## config.mk

```make
export PLATFORM = sky130hd
export DESIGN_NAME = cosaim_mac_acc_flat
export DESIGN_NICKNAME = d
export VERILOG_FILES = /design/src/rtl/cosaim_mac_acc_if.sv /design/src/rtl/cosaim_mac_acc.sv /design/src/flat_wrapper.sv
export SDC_FILE = /design/constraint.sdc
export NUM_CORES = 1
export LEC_CHECK = 0
export ABC_AREA = 1
export CORE_MARGIN = 2
export CORE_UTILIZATION = 45
export DETAILED_ROUTE_END_ITERATION = 6
export PLACE_DENSITY = 0.68
export RECOVER_POWER = 50
export SYNTH_ARGS = -nofsm -noshare
export SYNTH_HDL_FRONTEND = slang
export SYNTH_SLANG_ARGS = --single-unit
```

## constraint.sdc

```tcl
create_clock -name clock -period 5.2 [get_ports clock]
set_clock_uncertainty 0.2 [all_clocks]
set_input_delay 1.04 -clock clock [delete_from_list [all_inputs] [get_ports clock]]
set_output_delay 1.04 -clock clock [all_outputs]
set_load 0.03 [all_outputs]
```

## src/rtl/cosaim_mac_acc_if.sv

```systemverilog
// Purpose: handshake bundle between the product source/sum sink and cosaim_mac_acc.
// Latency: none; this is wiring only.
// Backpressure: io_prod_ready throttles products; io_sum_ready holds the result until it is consumed.
//
// Ports (signals):
//   io_start, io_len                      run request and vector length
//   io_prod_valid, io_prod_ready, io_prod product stream
//   io_sum_valid, io_sum_ready, io_sum    result handshake
//   io_sat, io_busy                       status
interface cosaim_mac_acc_if #(
    parameter int DATA_WIDTH = 8,
    parameter int ACC_WIDTH  = 20,
    parameter int LEN_WIDTH  = 8
);
    logic                    io_start;
    logic [LEN_WIDTH-1:0]    io_len;
    logic                    io_prod_valid;
    logic                    io_prod_ready;
    logic [2*DATA_WIDTH-1:0] io_prod;
    logic                    io_sum_valid;
    logic                    io_sum_ready;
    logic [ACC_WIDTH-1:0]    io_sum;
    logic                    io_sat;
    logic                    io_busy;

    // Environment side: issues runs, supplies products, consumes sums.
    modport master (
        output io_start, io_len, io_prod_valid, io_prod, io_sum_ready,
        input  io_prod_ready, io_sum_valid, io_sum, io_sat, io_busy
    );

    // Accumulator side.
    modport slave (
        input  io_start, io_len, io_prod_valid, io_prod, io_sum_ready,
        output io_prod_ready, io_sum_valid, io_sum, io_sat, io_busy
    );
endinterface

```

## src/rtl/cosaim_mac_acc.sv

```systemverilog
// Purpose: saturating dot-product accumulator; sums io_len unsigned products per run.
// Latency: io_sum_valid rises 1 cycle after the last product handshake; one product per cycle.
// Backpressure: io_prod_ready only in ACC; result and io_sat held in OUT until io_sum_ready.
//
// Ports:
//   clock, reset : single clock, asynchronous active-high reset
//   io (slave)   : start/len request, product stream in, sum/sat/busy out
//
// ACC_WIDTH must be >= 2*DATA_WIDTH; the product is zero-extended into the accumulator.
module cosaim_mac_acc #(
    parameter int DATA_WIDTH = 8,
    parameter int ACC_WIDTH  = 20,
    parameter int LEN_WIDTH  = 8
) (
    input  logic              clock,
    input  logic              reset,
    cosaim_mac_acc_if.slave   io
);

    localparam int PROD_WIDTH = 2 * DATA_WIDTH;

    typedef enum logic [1:0] {
        IDLE = 2'd0,
        ACC  = 2'd1,
        OUT  = 2'd2
    } state_t;

    state_t               state_q, state_d;
    logic [ACC_WIDTH-1:0] acc_q, acc_d;
    logic [LEN_WIDTH-1:0] cnt_q, cnt_d;
    logic                 sat_q, sat_d;

    // One extra bit catches the carry out of the accumulator.  Once acc is at
    // its maximum any further addition (even of zero) lands at or above the
    // maximum again, so the saturated value is naturally sticky.
    logic [ACC_WIDTH:0]   sum_ext;

    always_comb begin
        sum_ext = {1'b0, acc_q} + {{(ACC_WIDTH + 1 - PROD_WIDTH){1'b0}}, io.io_prod};
    end

    always_comb begin
        state_d = state_q;
        acc_d   = acc_q;
        cnt_d   = cnt_q;
        sat_d   = sat_q;

        unique case (state_q)
            IDLE: begin
                if (io.io_start) begin
                    acc_d = '0;
                    sat_d = 1'b0;
                    if (io.io_len != '0) begin
                        cnt_d   = io.io_len;
                        state_d = ACC;
                    end else begin
                        // Empty vector: report a zero sum straight away.
                        cnt_d   = '0;
                        state_d = OUT;
                    end
                end
            end

            ACC: begin
                // Ready is a pure state decode, so valid alone marks a handshake.
                if (io.io_prod_valid) begin
                    if (sum_ext[ACC_WIDTH]) begin
                        acc_d = '1;
                        sat_d = 1'b1;
                    end else begin
                        acc_d = sum_ext[ACC_WIDTH-1:0];
                    end
                    cnt_d = cnt_q - LEN_WIDTH'(1);
                    if (cnt_q == LEN_WIDTH'(1)) begin
                        state_d = OUT;
                    end
                end
            end

            OUT: begin
                // A start presented alongside sum_ready is dropped, not queued.
                if (io.io_sum_ready) begin
                    state_d = IDLE;
                end
            end

            default: begin
                state_d = IDLE;
            end
        endcase
    end

    always_ff @(posedge clock or posedge reset) begin
        if (reset) begin
            state_q <= IDLE;
            acc_q   <= '0;
            cnt_q   <= '0;
            sat_q   <= 1'b0;
        end else begin
            state_q <= state_d;
            acc_q   <= acc_d;
            cnt_q   <= cnt_d;
            sat_q   <= sat_d;
        end
    end

    // All outputs are decodes of registered state, so they follow reset
    // immediately and never depend combinationally on the inputs.
    assign io.io_prod_ready = (state_q == ACC);
    assign io.io_sum_valid  = (state_q == OUT);
    assign io.io_busy       = (state_q != IDLE);
    assign io.io_sum        = acc_q;
    assign io.io_sat        = sat_q;

endmodule

```

## src/flat_wrapper.sv

```systemverilog
// flat-port wrapper written by rule: the top's interface ports become plain ports
module cosaim_mac_acc_flat 
#(
    parameter int DATA_WIDTH = 8,
    parameter int ACC_WIDTH  = 20,
    parameter int LEN_WIDTH  = 8
)
  (clock, reset, io_io_start, io_io_len, io_io_prod_valid, io_io_prod, io_io_sum_ready, io_io_prod_ready, io_io_sum_valid, io_io_sum, io_io_sat, io_io_busy);
  cosaim_mac_acc_if #(.DATA_WIDTH(DATA_WIDTH), .ACC_WIDTH(ACC_WIDTH), .LEN_WIDTH(LEN_WIDTH)) io_i ();
  input  logic clock;
  input  logic reset;
  input wire logic [$bits(io_i.io_start)-1:0] io_io_start;
  input wire logic [$bits(io_i.io_len)-1:0] io_io_len;
  input wire logic [$bits(io_i.io_prod_valid)-1:0] io_io_prod_valid;
  input wire logic [$bits(io_i.io_prod)-1:0] io_io_prod;
  input wire logic [$bits(io_i.io_sum_ready)-1:0] io_io_sum_ready;
  output wire logic [$bits(io_i.io_prod_ready)-1:0] io_io_prod_ready;
  output wire logic [$bits(io_i.io_sum_valid)-1:0] io_io_sum_valid;
  output wire logic [$bits(io_i.io_sum)-1:0] io_io_sum;
  output wire logic [$bits(io_i.io_sat)-1:0] io_io_sat;
  output wire logic [$bits(io_i.io_busy)-1:0] io_io_busy;
  assign io_i.io_start = io_io_start;
  assign io_i.io_len = io_io_len;
  assign io_i.io_prod_valid = io_io_prod_valid;
  assign io_i.io_prod = io_io_prod;
  assign io_i.io_sum_ready = io_io_sum_ready;
  assign io_io_prod_ready = io_i.io_prod_ready;
  assign io_io_sum_valid = io_i.io_sum_valid;
  assign io_io_sum = io_i.io_sum;
  assign io_io_sat = io_i.io_sat;
  assign io_io_busy = io_i.io_busy;
  cosaim_mac_acc #(.DATA_WIDTH(DATA_WIDTH), .ACC_WIDTH(ACC_WIDTH), .LEN_WIDTH(LEN_WIDTH)) u_core (.clock(clock), .reset(reset), .io(io_i));
endmodule
```

-- Yosys cells after proc, flatten, opt, wreduce, memory -nomap -nowiden
Cells that the tools add are included.
- bits in registers: 31
- input port bits: 29
- output and inout bits: 24
- logic and storage cells: 39
- add/subtract/negate cells: 2
- equal/unequal tests: 8
- muxes and demuxes: 18
- reductions and logical operators: 7
- operators with widths (operator ; count):
    $mux 20 ; 3
    $pmux 20 s2 ; 1
    $mux 8 ; 3
    $add 20x16->21 ; 1
    $pmux 8 s2 ; 1
    $mux 2 ; 5
    $eq 8x1->1 const B ; 1
    $reduce_and 4->1 ; 2
    $reduce_bool 8->1 ; 1
    $sub 8x1->8 const B ; 1
    $ne 2x2->1 const B ; 3
    $pmux 2 s3 ; 1
    $ne 2x1->1 const B ; 2
    $reduce_bool 2->1 ; 2
    $mux 1 ; 3
    $reduce_and 3->1 ; 1
    $eq 2x1->1 const B ; 1
    $eq 2x2->1 const B ; 1
    $logic_not 2->1 ; 1
    $pmux 1 s2 ; 1

-- Logic depth before layout (Yosys ltp)
Gate-level depths: netlist of the first run.
- word-level depth: 4
- mapped depth: 13
- depth with buffers taken out: 13

-- Worst setup path before layout of the first run
OpenSTA, ideal clock, no wires.
- path kind: input to register
- from: input port io_io_prod[0]
- to: register u_core.acc_q[3] (netlist: u_core.io.io_sum[3])
- setup time: 0.129 ns
- arrival time: 2.504 ns
- data required time: 4.871 ns
- path slack: 2.368 ns
- stages on the path: 11
- path buffers: 1
- path through: ha_1 fa_1 nand2_1 nand3_1 nand3_1 nand2_1 nand2_1 nand2_2 nand2_2 buf_6 o211ai_2
- cells in the longest elaborated chain, start to end: 4
- ends and longest elaborated chain (item ; line ; text):
    start: declaration ; flat_wrapper.sv:15 ; input wire logic [$bits(io_i.io_prod)-1:0] io_io_prod;
    $add 20x16->21 ; cosaim_mac_acc.sv:39 ; sum_ext = {1'b0, acc_q} + {{(ACC_WIDTH + 1 - PROD_WIDTH){1'b0}}, io.io_prod};
    $mux 20 ; cosaim_mac_acc.sv:67 ; if (sum_ext[ACC_WIDTH]) begin
    $mux 20 ; cosaim_mac_acc.sv:66 ; if (io.io_prod_valid) begin
    $pmux 20 s2 ; cosaim_mac_acc.sv:48 ; unique case (state_q)
    end signal: assignment ; cosaim_mac_acc.sv:96 ; acc_q <= '0;
    end signal: assignment ; cosaim_mac_acc.sv:101 ; acc_q <= acc_d;
    end: declaration ; cosaim_mac_acc.sv:29 ; logic [ACC_WIDTH-1:0] acc_q, acc_d;
No other way between the ends. The select of a mux whose other input is x is not followed.
A chain may end at the register's enable or synchronous reset.

-- Final worst setup path of the first run
- from: input port io_io_prod[0]
- to: register u_core.acc_q[2] (netlist: u_core.io.io_sum[2])
Same word-level chain as after synthesis.

==> results of run 1 <==
flip-flops by register name (all words and copies together), names as in the netlist:
name	count
u_core.cnt_q	8
u_core.io.io_sat	1
u_core.state_q	2
u_core.io.io_sum	20
through the flow:
stage / hold WS, ns / setup slack, ns / power [W] / utilization, % / std cells
6_report: 0.3027 / 1.781 / 0.001822 / 57.63 / 541
5_1_grt: 0.3588 / 1.638 / 0.001999 / 57.63 / 541
4_1_cts: 0.3047 / 1.799 / 0.001840 / 57.83 / 541
3_5_place_dp: 0.2879 / 1.495 / 0.001633 / 56.33 / 534
3_3_place_gp: 0.2726 / 1.563 / 0.001615 / 56.33 / 534
2_1_floorplan: 0.2540 / 2.368 / 0.001287 / - / 412
layout make-up:
cell class | instances | area share, %
Clock buffer | 6 | 2.449
Clock inverter | 1 | 0.1484
Inverter | 54 | 6.085
Multi-Input combinational cell | 321 | 49.98
Sequential cell | 31 | 23.01
Tap cell | 75 | 2.783
Timing Repair Buffer | 53 | 15.55
cells in the final DEF, fill, tap and decap left out, types with 2 or more instances in the layout:
master,Yosys,layout
nand2_2,2,2
nor3_1,6,6
or2_2,4,4
ha_1,18,18
nand2_1,148,149
dlygate4sd3_1,0,9
o21bai_1,2,2
nor2_1,30,30
and2_1,3,3
clkdlybuf4s50_1,0,43
inv_1,50,50
nand3_1,30,30
nand4_1,2,2
o21ai_0,16,16
o211ai_1,3,3
a21oi_1,23,23
inv_2,2,2
nand3_2,8,8
dfrtp_1,31,31
nand3b_1,3,3
a22oi_1,7,7
clkbuf_8,0,6
o22ai_1,2,2
worst max-delay path, cell delays in order:
cell and delay [ns]:
clkdlybuf4s50_1 0.40, ha_1 0.23, fa_1 0.44, nand2_1 0.11
nand3_1 0.08, nand3_1 0.11, nand2_1 0.09, nand2_1 0.10
nand2_2 0.16, nand2_2 0.36, o311ai_0 0.20
power by group:
| group | internal [W] | switching, W | leakage [nW] |
|---|---|---|---|
| logic | 0.000441 | 0.000753 | 1.34 |
| registers | 0.000341 | 0.0000884 | 0.395 |
| clock network | 0.000104 | 0.0000945 | 0.0470 |
final timing paths:
kind | to | slack (ns) | startpoint | cells past startpoint
min in group asynchronous | u_core.io.io_sum[2]$_DFFE_PP0P_ | 1.64 | reset | 3
worst min register to register | u_core.cnt_q[5]$_DFFE_PP0P_ | 0.30 | u_core.cnt_q[5]$_DFFE_PP0P_ | 2
worst max-delay path | u_core.io.io_sum[2]$_DFFE_PP0P_ | 1.78 | io_io_prod[0] | 11
worst min-delay path | u_core.cnt_q[5]$_DFFE_PP0P_ | 0.30 | u_core.cnt_q[5]$_DFFE_PP0P_ | 2
worst max register to register | u_core.io.io_sum[2]$_DFFE_PP0P_ | 2.53 | u_core.io.io_sum[0]$_DFFE_PP0P_ | 10
max in group asynchronous | u_core.io.io_sum[12]$_DFFE_PP0P_ | 2.11 | reset | 3
logic make-up (layout without fill, tap and decap cells):
logic type	Yosys count	count (layout)	synth area share [%]
compound gates	59	59	12.99
xor+xnor	1	1	0.3237
fa+ha+maj	19	19	9.062
buf+inv	60	114	8.784
flops	31	31	28.66
simple gates	242	242	40.18
routing by layer:
| layer | vias to the layer above | wire length (um) | GRT usage (%) |
|---|---|---|---|
| met5 | - | 0 | 0 |
| met4 | 0 | 106 | 7.119 |
| met3 | 10 | 323 | 4.066 |
| met2 | 65 | 3318 | 37.46 |
| met1 | 1301 | 3390 | 30.98 |
| li1 | 1445 | - | - |
==> metrics.yaml, run 1 <==
cts:
  cts_buffers: 5
  post_cts_buffers: 0
  hold_buffers: 0
  clockBufferDepth: 2
  cts_tree: "yes"
  root_buffer: "clkbuf_8"
  clock-sinks: 31
  htreeDepth: 2
  clock_latency_ns: 0.28
  cts_resized: 0
  path_clk_slew_ns: 0.07
timing:
  tightestPinTransition_ns: 1.818
  slew_violations: 32
  relSlewSlack_pct: -21.19
  setup_viol: 0
  fin_setup_tns_ns: 0
  finalCritPeriodShare_pct: 65.75
  fmax_ghz: 0.2925
  post-route-min-period_ns: 3.419
  rsz0062_at_grt: "false"
  hold_viol: 0
detailed_routing:
  route.detailed.wl_per_inst_um: 13.19
  drc_errors: 0
  wirelength_mm: 7.138
  drtPass1Iterations: 4
  avgViaCountPerCell: 5.214
  vias: 2821
  dr.first_iter.drc_count: 173
  postRouteAntennaNets: 0
power_and_ir_drop:
  ir_drop_mv: 0.2326
  cellLeakagePower_nw: 1.782
  power_density_nw_per_um2: 540.2
floorplan:
  boundaryPins: 53
  die_x_um: 81.55
  fp.coreArea_um2: 5851
  initial_core_util_pct: 46.26
  num_rows: 28
  die_h_um: 81.55
  dieArea_um2: 6650
place:
  post-dp-hpwl_mm: 5.345
  numPortBuffers: 52
  gp_congestion: 0.8749
  placed_area_um2: 3296
min_path:
  hp-class: "flip-flop to flip-flop"
global_routing:
  antenna_found_initial: 0
  grt_pass1_wl_mm: 11.78
  grt_pass1_vias: 2567
  grt_max_degree: 32
  gr-total-overflow: 0
  grtUsageTotal_pct: 22.99
layout:
  finish.instance_area_um2: 3372
  syn_to_final_growth_pct: 24.60
  multi_input_area_um2: 1685
  fill_cells: 580
  regArea_um2: 775.7
  diodes: 0
  drive_gt1_share_pct: 6.009
  nets: 514
synth:
  netlist_instances: 412
  async_reset_ff_share_pct: 100.0
  synth_top_area_cell: "dfrtp_1"
  synth_flop_cell: "dfrtp_1"
  ys_ff_latch: 31
  syn_area_um2: 2706
  yosysMostFrequentCell: "nand2_1"
  synth_fp_nets: 460
  synth_commonest_cells: "148 x nand2_1, 50 x inv_1, 31 x dfrtp_1, 30 x nand3_1, 30 x nor2_1"
  synth_cell_types: 38
  ys_warn_count: 0
  synth_top_area_share_pct: 28.66
  avgSynthCellArea_um2: 6.569
  yosysSeqAreaShare_pct: 28.66
  synth-edff-count: 0
  ys_top_cells_by_area: "dfrtp_1 29%, nand2_1 21%, ha_1 8.3%, inv_1 6.9%, nand3_1 5.5%"
run_status:
  status: "finished with violations"
  violations: "max-capacitance violations, max-slew violations"
job:
  cap_violations: 1
setup_path:
  worstSetupPathType: "primary input to flip-flop"
  worst-path-max-fanout: 12
  cp.required_ns: 5.13
  cp-start-kind: "primary input"
  worstSetupEndpointType: "flip-flop"
  arrival_ns: 3.35
No activity file was read; power rests on OpenSTA's default activity.
==> run 2, diff against run 1 <==
==> constraint.sdc (replaced) <==
create_clock -name clock -period 3.17 [get_ports clock]
set_clock_uncertainty 0.2 [all_clocks]
set_input_delay 0.634 -clock clock [delete_from_list [all_inputs] [get_ports clock]]
set_output_delay 0.634 -clock clock [all_outputs]
set_load 0.03 [all_outputs]
==> run 2 against run 1 <==
The run still ends with max-capacitance violations, max-slew violations left. Register-to-register slack lost 1.8 ns. Count of clock-buffer cells in the layout did not move. Final cell count grew 0.92%. Clock power up 110%. Design area rose by 2.2%. Global-route usage fell by 0.39 points. Setup slack lost 1.4 ns. Die area unchanged. Flip-flop and latch count is the same.
==> metrics.yaml, run 2 (same netlist as run 1, synthesis figures left out) <==
run_status:
  status: "finished with violations"
  violations: "max-capacitance violations, max-slew violations"
power_and_ir_drop:
  power_density_nw_per_um2: 896.4  # +66%
  cellLeakagePower_nw: 1.822  # +2.2%
  p_total_w: 0.003088  # +69%
  ir_drop_mv: 0.4022  # +73%
setup_path:
  critPathTopFamily: "simple AND/OR/NAND/NOR gates"
  path_buf_inv: 2  # +1
  crit_top_cell: "nand2_1"
  cp-start-kind: "primary input"
  worst-path-max-fanout: 9  # -3
  max_stage_delay_ns: 0.45  # about the same
  crit_path_cell_trace: "clkdlybuf4s50_1 > ha_1 > fa_1 > nand2_1 > nand3_1 > nand3_1 > nand2_1 > nand2_1 > nand2_2 > buf_4 > nand2_1 > nand3b_1 > nand2_1 > nand2_1"
  startpoint: "io_io_prod[0]"
  arrival_ns: 2.73  # -0.62 ns
  crit_path_top_delay_cell: "fa_1"
  r2r-start: "u_core.io.io_sum[0]$_DFFE_PP0P_"
  worstSetupEndpointType: "flip-flop"
  cp.required_ns: 3.14  # -1.99 ns
  worstSetupPathType: "primary input to flip-flop"
global_routing:
  antenna_found_initial: 0  # unchanged
  gr-total-overflow: 0  # unchanged
  grt_pass1_wl_mm: 11.72  # -0.47%
  grtUsageTotal_pct: 22.60  # -0.39 points
  grt_max_degree: 32  # unchanged
  grt_pass1_vias: 2676  # +4.2%
floorplan:
  initial_core_util_pct: 46.26  # unchanged
  die_h_um: 81.55  # unchanged
  die_x_um: 81.55  # unchanged
  fp.coreArea_um2: 5851  # unchanged
  num_rows: 28  # unchanged
  boundaryPins: 53  # unchanged
  dieArea_um2: 6650  # unchanged
min_path:
  worstHoldStart: "u_core.cnt_q[5]$_DFFE_PP0P_"
  hp-class: "flip-flop to flip-flop"
place:
  placed_area_um2: 3338  # +1.3%
  gp_congestion: 0.9231  # +5.5%
  numPortBuffers: 52  # unchanged
  post-dp-hpwl_mm: 5.560  # +4.0%
cts:
  htreeDepth: 2  # unchanged
  clockBufferDepth: 2  # unchanged
  clock-sinks: 31  # unchanged
  cts_buffers: 5  # unchanged
  post_cts_buffers: 0  # unchanged
  root_buffer: "clkbuf_8"
  hold_buffers: 0  # unchanged
  cts_tree: "yes"
  clock_latency_ns: 0.28  # about the same
  cts_resized: 0  # unchanged
  path_clk_slew_ns: 0.07  # about the same
detailed_routing:
  drc_errors: 0  # unchanged
  wirelength_mm: 7.074  # -0.90%
  route.detailed.wl_per_inst_um: 12.96  # -1.8%
  drtPass1Iterations: 4  # unchanged
  postRouteAntennaNets: 0  # unchanged
  vias: 2777  # -1.6%
  avgViaCountPerCell: 5.086  # -2.5%
  dr.first_iter.drc_count: 124  # -28%
timing:
  setup_viol: 0  # unchanged
  hold_viol: 0  # unchanged
  tightestPinTransition_ns: 1.722  # -0.09592 ns
  relSlewSlack_pct: -14.79  # +6.4 points
  fin_setup_tns_ns: 0  # unchanged
  slew_violations: 32  # unchanged
  fmax_ghz: 0.3628
  post-route-min-period_ns: 2.756
  finalCritPeriodShare_pct: 86.94
  rsz0062_at_grt: "false"
  hold_slack_ns: 0.3070  # +0.004293 ns
layout:
  syn_to_final_growth_pct: 27.28
  finish.instance_area_um2: 3445  # +2.2%
  mostFrequentLayoutCells: "149 x nand2_1, 50 x inv_1, 44 x clkdlybuf4s50_1, 31 x dfrtp_1"
  diodes: 0  # unchanged
  nets: 518  # +0.78%
  drive_gt1_share_pct: 7.006  # +1.0 points
  mostFrequentLayoutCell: "nand2_1"
  final_util_pct: 58.88  # +1.2 points
  largest_reg_flops: 20  # unchanged
job:
  cap_violations: 1  # unchanged
==> run 2: metrics by stage <==
step | worst slack, ns | std cells
floorplan | 0.7438 | 412
global placement | 0.2056 | 538
detailed placement | 0.1221 | 538
CTS | 0.4110 | 546
global route | 0.2344 | 546
finish | 0.4140 | 546
==> run 2: worst min-delay path, cell delays in order, from the launching register on <==
cell and delay (ns):
dfrtp_1 0.35, nand2_1 0.05, o21ai_0 0.07
==> run 2: area by class of cell <==
type / instances / area [um^2]
inverter: 54 / 205.2
timing repair buffer: 57 / 566.8
tap: 75 / 93.84
clock buffer: 6 / 82.58
multi-input combinational: 321 / 1685
clock inverter: 2 / 35.03
fill: 580 / 2406
sequential: 31 / 775.7
==> run 2: metal layers <==
layer / wire length (um) / track usage, % / vias up
li1: - / - / 1451
met1: 3419 / 29.83 / 1270
met2: 3279 / 37.79 / 52
met3: 315 / 2.967 / 4
met4: 58 / 8.136 / 0
met5: 0 / 0 / -
==> run 2: final timing paths <==
path / endpoint / cells after the start / slack [ns]
max: u_core.io.io_sum[16]$_DFFE_PP0P_ / 14 / 0.41
min: u_core.cnt_q[5]$_DFFE_PP0P_ / 2 / 0.31
max reg2reg: u_core.io.io_sum[16]$_DFFE_PP0P_ / 13 / 0.75
min reg2reg: u_core.cnt_q[5]$_DFFE_PP0P_ / 2 / 0.31
max in group asynchronous: u_core.io.io_sum[13]$_DFFE_PP0P_ / 3 / 0.72
min in group asynchronous: u_core.io.io_sum[1]$_DFFE_PP0P_ / 3 / 1.06
==> run 2: power by group <==
part / internal [W] / switching [W]
Clock: 0.000254 / 0.000156
Combinational: 0.000737 / 0.00123
Sequential: 0.000560 / 0.000148
Total: 0.00155 / 0.00154
